`src/rtl/pl_rv32_fetch_stage.sv`:
```
// RV32 instruction-fetch stage: sequential PC generation, credit-limited imem
// request/grant/response handshake and a small {pc, instr} FIFO feeding decode.
module pl_rv32_fetch_stage #(
   parameter logic [31:0] RESET_PC = 32'h0000_0000,
   parameter int unsigned DEPTH    = 2
) (
   input  logic        clk,
   input  logic        rst,
   output logic        imem_req_o,
   output logic [31:0] imem_addr_o,
   input  logic        imem_gnt_i,
   input  logic        imem_rvalid_i,
   input  logic [31:0] imem_rdata_i,
   input  logic        redirect_i,
   input  logic [31:0] redirect_pc_i,
   output logic        id_valid_o,
   output logic [31:0] id_instr_o,
   output logic [31:0] id_pc_o,
   input  logic        id_ready_i
);

   localparam int unsigned PTR_W = (DEPTH > 1) ? $clog2(DEPTH) : 1;
   localparam int unsigned CNT_W = $clog2(DEPTH + 1);
   localparam int unsigned SUM_W = CNT_W + 1;

   localparam logic [31:0]      NOP_INSTR = 32'h0000_0013;
   localparam logic [31:0]      PC_STEP   = 32'h0000_0004;
   localparam logic [PTR_W-1:0] PTR_ZERO  = {PTR_W{1'b0}};
   localparam logic [PTR_W-1:0] PTR_ONE   = PTR_W'(1);
   localparam logic [PTR_W-1:0] PTR_LAST  = PTR_W'(DEPTH - 1);
   localparam logic [CNT_W-1:0] CNT_ZERO  = {CNT_W{1'b0}};
   localparam logic [CNT_W-1:0] CNT_ONE   = CNT_W'(1);
   localparam logic [SUM_W-1:0] DEPTH_SUM = SUM_W'(DEPTH);

   logic [31:0]      fetch_pc_r, resp_pc_r;
   logic [CNT_W-1:0] outstanding_r, discard_r, count_r;
   logic [PTR_W-1:0] rd_ptr_r, wr_ptr_r;
   logic [31:0]      pc_mem_r    [DEPTH];
   logic [31:0]      instr_mem_r [DEPTH];

   logic [31:0]      fetch_pc_n_s, resp_pc_n_s, target_pc_s;
   logic [CNT_W-1:0] outstanding_n_s, discard_n_s, count_n_s;
   logic [PTR_W-1:0] rd_ptr_n_s, wr_ptr_n_s;
   logic [SUM_W-1:0] credit_sum_s;
   logic             req_s, issue_s, resp_s, keep_s, valid_s, pop_s;

   function automatic logic [PTR_W-1:0] ptr_inc(input logic [PTR_W-1:0] ptr);
      if (ptr == PTR_LAST) begin
         return PTR_ZERO;
      end else begin
         return ptr + PTR_ONE;
      end
   endfunction

   // Handshake qualifiers for the current cycle.
   always_comb begin
      credit_sum_s = {1'b0, outstanding_r} + {1'b0, count_r};
      target_pc_s  = {redirect_pc_i[31:2], 2'b00};
      // A response with nothing outstanding is a protocol error; ignore it.
      resp_s       = imem_rvalid_i && (outstanding_r != CNT_ZERO);
      if (rst || redirect_i) begin
         req_s = 1'b0;
      end else if (credit_sum_s < DEPTH_SUM) begin
         req_s = 1'b1;
      end else begin
         req_s = 1'b0;
      end
      issue_s = req_s && imem_gnt_i;
      keep_s  = resp_s && !redirect_i && (discard_r == CNT_ZERO);
      valid_s = (count_r != CNT_ZERO) && !redirect_i;
      pop_s   = valid_s && id_ready_i;
   end

   assign imem_req_o  = req_s;
   assign imem_addr_o = fetch_pc_r;
   assign id_valid_o  = valid_s;
   assign id_instr_o  = (count_r != CNT_ZERO) ? instr_mem_r[rd_ptr_r] : NOP_INSTR;
   assign id_pc_o     = (count_r != CNT_ZERO) ? pc_mem_r[rd_ptr_r] : resp_pc_r;

   // Next-state for PCs, credit counters and FIFO pointers.
   always_comb begin
      fetch_pc_n_s    = fetch_pc_r;
      resp_pc_n_s     = resp_pc_r;
      discard_n_s     = discard_r;
      count_n_s       = count_r;
      rd_ptr_n_s      = rd_ptr_r;
      wr_ptr_n_s      = wr_ptr_r;
      outstanding_n_s = outstanding_r;

      if (redirect_i) begin
         // Everything still in flight belongs to the old path, except a word landing now.
         fetch_pc_n_s = target_pc_s;
         resp_pc_n_s  = target_pc_s;
         discard_n_s  = outstanding_r - (resp_s ? CNT_ONE : CNT_ZERO);
         count_n_s    = CNT_ZERO;
         rd_ptr_n_s   = PTR_ZERO;
         wr_ptr_n_s   = PTR_ZERO;
      end else begin
         if (issue_s) begin
            fetch_pc_n_s = fetch_pc_r + PC_STEP;
         end else begin
            fetch_pc_n_s = fetch_pc_r;
         end
         if (keep_s) begin
            resp_pc_n_s = resp_pc_r + PC_STEP;
            wr_ptr_n_s  = ptr_inc(wr_ptr_r);
         end else begin
            resp_pc_n_s = resp_pc_r;
            wr_ptr_n_s  = wr_ptr_r;
         end
         if (resp_s && (discard_r != CNT_ZERO)) begin
            discard_n_s = discard_r - CNT_ONE;
         end else begin
            discard_n_s = discard_r;
         end
         if (pop_s) begin
            rd_ptr_n_s = ptr_inc(rd_ptr_r);
         end else begin
            rd_ptr_n_s = rd_ptr_r;
         end
         case ({keep_s, pop_s})
            2'b10:   count_n_s = count_r + CNT_ONE;
            2'b01:   count_n_s = count_r - CNT_ONE;
            default: count_n_s = count_r;
         endcase
      end

      case ({issue_s, resp_s})
         2'b10:   outstanding_n_s = outstanding_r + CNT_ONE;
         2'b01:   outstanding_n_s = outstanding_r - CNT_ONE;
         default: outstanding_n_s = outstanding_r;
      endcase
   end

   // Control state registers.
   always_ff @(posedge clk or posedge rst) begin
      if (rst) begin
         fetch_pc_r    <= RESET_PC;
         resp_pc_r     <= RESET_PC;
         outstanding_r <= CNT_ZERO;
         discard_r     <= CNT_ZERO;
         count_r       <= CNT_ZERO;
         rd_ptr_r      <= PTR_ZERO;
         wr_ptr_r      <= PTR_ZERO;
      end else begin
         fetch_pc_r    <= fetch_pc_n_s;
         resp_pc_r     <= resp_pc_n_s;
         outstanding_r <= outstanding_n_s;
         discard_r     <= discard_n_s;
         count_r       <= count_n_s;
         rd_ptr_r      <= rd_ptr_n_s;
         wr_ptr_r      <= wr_ptr_n_s;
      end
   end

   // FIFO storage; the credit rule guarantees the write slot is free.
   always_ff @(posedge clk or posedge rst) begin
      if (rst) begin
         for (int unsigned i = 0; i < DEPTH; i++) begin
            pc_mem_r[i]    <= 32'h0000_0000;
            instr_mem_r[i] <= 32'h0000_0000;
         end
      end else if (keep_s) begin
         pc_mem_r[wr_ptr_r]    <= resp_pc_r;
         instr_mem_r[wr_ptr_r] <= imem_rdata_i;
      end
   end

endmodule
```
`config.mk`:
```
export PLATFORM = sky130hd
export DESIGN_NAME = pl_rv32_fetch_stage
export DESIGN_NICKNAME = d
export VERILOG_FILES = /design/src/rtl/pl_rv32_fetch_stage.sv
export SDC_FILE = /design/constraint.sdc
export NUM_CORES = 1
export LEC_CHECK = 0
export ABC_AREA = 1
export CORE_MARGIN = 2
export CORE_UTILIZATION = 45
export DETAILED_ROUTE_END_ITERATION = 6
export PLACE_DENSITY = 0.74
export SLEW_MARGIN = 5
export SYNTH_ARGS = -nofsm -noshare
export SYNTH_HDL_FRONTEND = slang
export SYNTH_SLANG_ARGS = --single-unit
```
`constraint.sdc`:
```
create_clock -name clk -period 13.2 [get_ports clk]
set_input_delay 1.98 -clock clk [delete_from_list [all_inputs] [get_ports clk]]
set_output_delay 1.98 -clock clk [all_outputs]
set_load 0.1 [all_outputs]
```
[Yosys cells after proc, flatten, opt, wreduce, memory -nomap -nowiden]
Index checks and enable logic that the tools add are counted.
Operators by class
  order comparisons: 4
  $add $sub $neg: 11
  bitwise gates (word level): 2
  multiplexer cells: 30
  reduce and logical (&&, ||, !) cells: 20
  equality and inequality tests: 4
Operators with widths (number)
  32-bit two-way mux: 13
  64-bit bitwise mux: 2
  32-bit by 3-bit adder with 32-bit output, second input constant: 2
  32-bit demux with 1-bit select: 1
  2-bit nonzero test: 8
  1-bit two-way mux: 9
  1-bit logical AND: 8
  2-bit one-hot mux with 2 select lines: 2
  2-bit two-way mux: 3
  2-bit by 1-bit subtractor with 2-bit output, second input constant: 3
  2-bit by 1-bit adder with 2-bit output, second input constant: 2
  2-bit by 1-bit == test with 1-bit output, second input constant: 2
  2-bit == test, second input constant: 2
  2-bit >= comparator, second input constant: 2
  1-bit inverter with 2-bit output: 2
  2-bit by 2-bit adder with 3-bit output: 1
  3-bit by 2-bit < comparator with 1-bit output, second input constant: 1
  3-bit nonzero test: 1
  1-bit adder, second input constant: 2
  2-bit zero test: 1
  2-bit by 1-bit < comparator with 1-bit output, second input constant: 1
  2-bit by 1-bit subtractor with 2-bit output: 1
  1-bit zero test: 1
  1-bit logical OR: 1
Word-level totals
  output and inout bits: 98
  register bits after elaboration: 200

[Depth between registers and ports, before layout]
  word-level depth: 7
  depth in mapped cells: 11
  gate-level depth less buffers: 11

[Worst setup path before layout]
OpenSTA, ideal clock, no wires.
  path type: input -> output
  start: in rst
  end: out imem_req_o
  arrival: 6975 ps
  cell stages on the path: 3
  path buffers: 0
  slack: 4245 ps
  cells stage by stage: inv_1 nand3_1 inv_1
On the way
  cells in the longest elaborated chain, start to end: 2
Ends and longest elaborated chain
  start, declared: line 8  | input logic rst,
  1-bit logical OR: line 61  | if (rst || redirect_i) begin
  1-bit two-way mux: line 61
  end, declared: line 9  | output logic imem_req_o,
Every way passes these cells.

[Final worst setup path]
  start: in redirect_i
  end: out imem_req_o
On the way
  cells in the longest elaborated chain, start to end: 2
Ends and longest elaborated chain
  start, declared: line 14  | input logic redirect_i,
  1-bit logical OR: line 61
  1-bit two-way mux: line 61
Every way passes these cells.

==> out/results.tsv <==
metric	value	unit
status	complete, no violations	
remaining design rule violation count	0	
CTS Hold Bufs	0	
# resized after CTS	0	
GR Util met3	3.59	%
Clk Latency, worst-skew pair	0.44	ns
# port buffers	161	
Max IR drop VDD	0.182	mV
cells after synthesis	1371	
worst hold margin	0.487	ns
Routed WL	27.9	mm
DR vias	9506	
Chip Width	155	um
nets	1567	
power per cell area	281	mW/mm^2
largest net degree at the start of global routing	99	
Fmax	0.148	GHz
Synth area leaders	dfrtp_1 (47%), nand2_1 (17%), o21ai_1 (5.3%)	
worst slew pin tran	1.06	ns
met2 Resource Use GR	37.2	%
CP bufs+invs	5	
CP cell instances	clkdlybuf4s50_1, buf_4, inv_2, nand3_1, inv_1, clkdlybuf4s50_1	
total gr overflow	0	
final clock skew	0.0101	ns
RSZ-0062 raised after global routing	no	
Final HPWL DP	18.6	mm
synthesized area per cell	7.47	um^2
crit path DAT	4.75	ns
# setup viols final	0	
hold crit path type	reg2reg	
crit start category	input pin	
Ports	168	
met1 Track Usage GR	34.9	%
fillers	2121	
Distinct cells, synth	37	
total track usage	23.9	%
Routed WL per cell	15.6	um
kind of cell adding the most delay to the critical path	buffers and inverters	
commonest non-fill, non-tap cell in the layout	nand2_1	
Worst-path clk slew	0.07	ns
clk root buf	clkbuf_16	
share of cells above drive strength 1	4.19	%
Die Ht	155	um
Sink Count	192	
Top Usage Layer GRT	met2	
Synth Cell Area	0.0102	mm^2
setup TNS	0	ns
Slew HR	29.2	%
Pre-antenna DRT Iters	6	
Critical Path RT	11.22	ns
Crit Path Category	in2out	
slowest stage cell, crit path	clkdlybuf4s50_1	
# diodes	0	
Hold Vio Cnt, Final	0	
share of the synthesized area in the top cell type	46.9	%
initial antenna violation count	0	
sequential fraction of the synthesis area	46.9	%
area delta synth->final	21.7	%
vias in the first global route	9095	
H-tree Lvls	4	
commonest non-fill, non-tap cells in the layout	nand2_1 (454), dfrtp_1 (191), clkdlybuf4s50_1 (161)	
Slew Viols, Final	0	
synthesis-stage register bit count	192	
post-layout util	55.4	%
Rows	55	
CP max stage delay	1.13	ns
cell leakage power	5.77	nW
post-route ant nets	0	
Post-CTS Setup Bufs	0	
Via density	5.31	
Crit Path Max Fanout	46	
fin crit period	6.73	ns
max-cap violation count	0	
initial detailed-routing violation count	848	
number of buffers created by CTS	17	
Core ar.	0.0225	mm^2
clk buf depth	2	
cell taking the most area after synthesis	dfrtp_1	
fin crit share	51.0	%
initial core utilization	45.5	%
nature of the critical path endpoint	primary output	
CTS tree	built	
first-pass GRT wire length	46.2	mm
YS warnings	0	
DIE AREA	0.0240	mm^2
crit-path most repeated cell	clkdlybuf4s50_1	
GPL Wtd Cong	0.920	
==> stage by stage <==
step	total power, W	instances	area [um^2]	worst slack (ns)
2_1_floorplan	0.00254	1374	10300	4.25
3_3_place_gp	0.00298	1757	11900	6.50
3_5_place_dp	0.00301	1757	11900	6.50
4_1_cts	0.00352	1789	12500	6.49
5_1_grt	0.00369	1789	12500	6.35
6_report	0.00351	1789	12500	6.47
==> kinds of logic after synthesis <==
kind of cell	after synthesis	synth area share [%]
xor gates and xnor gates	13	1.11
buffers and inverters	206	8.96
and+or+nand+nor	647	25.6
adders and majority gates	6	0.806
other	1	0.0366
DFF	192	46.9
AOI/OAI and AO/OA	306	16.5
==> tightest hold or removal path, cell delays in order, from the launching register on <==
cell	delay (ns)
dfrtp_1	0.35
nand2_1	0.05
o21ai_0	0.06
==> Yosys cell counts (all sizes together) <==
master and number:
nand4 13, dfrtp 192, xnor2 2, xor2 11, o311ai 1, o31ai 1
clkbuf 32, nor2 87, o21ai 166, nor3 9, nand3b 2, o21bai 5
fa 1, conb 1, nand2 458, ha 5, a21oi 84, buf 39
a31oi 4, o221ai 4, o211ai 8, a22oi 31, o21a 2, nand3 76
or2 2, inv 135
==> registers in the layout, summed over array words and instances (netlist names) <==
| name | flops |
|---|---|
| instr_mem_r | 64 |
| pc_mem_r | 60 |
| imem_addr_o | 30 |
| resp_pc_r | 30 |
| count_r | 2 |
| discard_r | 2 |
| outstanding_r | 2 |
| rd_ptr_r | 1 |
| wr_ptr_r | 1 |
==> power by group <==
part	internal [W]	switching (W)
combinational	0.000483	0.00159
sequential	0.000785	0.000138
clock	0.000267	0.000245
==> routing by layer <==
layer  wire length (um)  part of all wire, %
met1              13100                   47
met3               1890                  6.8
met2              12500                   45
met5                  0                    0
met4                421                  1.5
==> final timing paths <==
kind | start | depth (start not counted) | slack, ns | end
worst max-delay path | redirect_i | 6 | 6.47 | imem_req_o
worst min-delay path | instr_mem_r[59]$_DFFE_PP0P_ | 2 | 0.49 | instr_mem_r[59]$_DFFE_PP0P_
worst max register to register | count_r[0]$_DFFE_PP0P_ | 10 | 9.56 | imem_addr_o[29]$_DFFE_PP0P_
worst min register to register | instr_mem_r[59]$_DFFE_PP0P_ | 2 | 0.49 | instr_mem_r[59]$_DFFE_PP0P_
max in group asynchronous | rst | 3 | 9.99 | rd_ptr_r$_DFFE_PP0P_
min in group asynchronous | rst | 2 | 1.94 | pc_mem_r[3]$_DFFE_PP0P_
==> final cells by class <==
| type | instances | area (um^2) | area share, % |
|---|---|---|---|
| Sequential cell | 192 | 4810 | 38.5 |
| Multi-Input combinational cell | 976 | 4540 | 36.4 |
| Timing Repair Buffer | 169 | 1670 | 13.4 |
| Inverter | 135 | 517 | 4.14 |
| Clock buffer | 17 | 425 | 3.41 |
| Tap cell | 285 | 357 | 2.86 |
| Clock inverter | 15 | 150 | 1.20 |
Note: power is estimated with default switching activity, not from simulation.
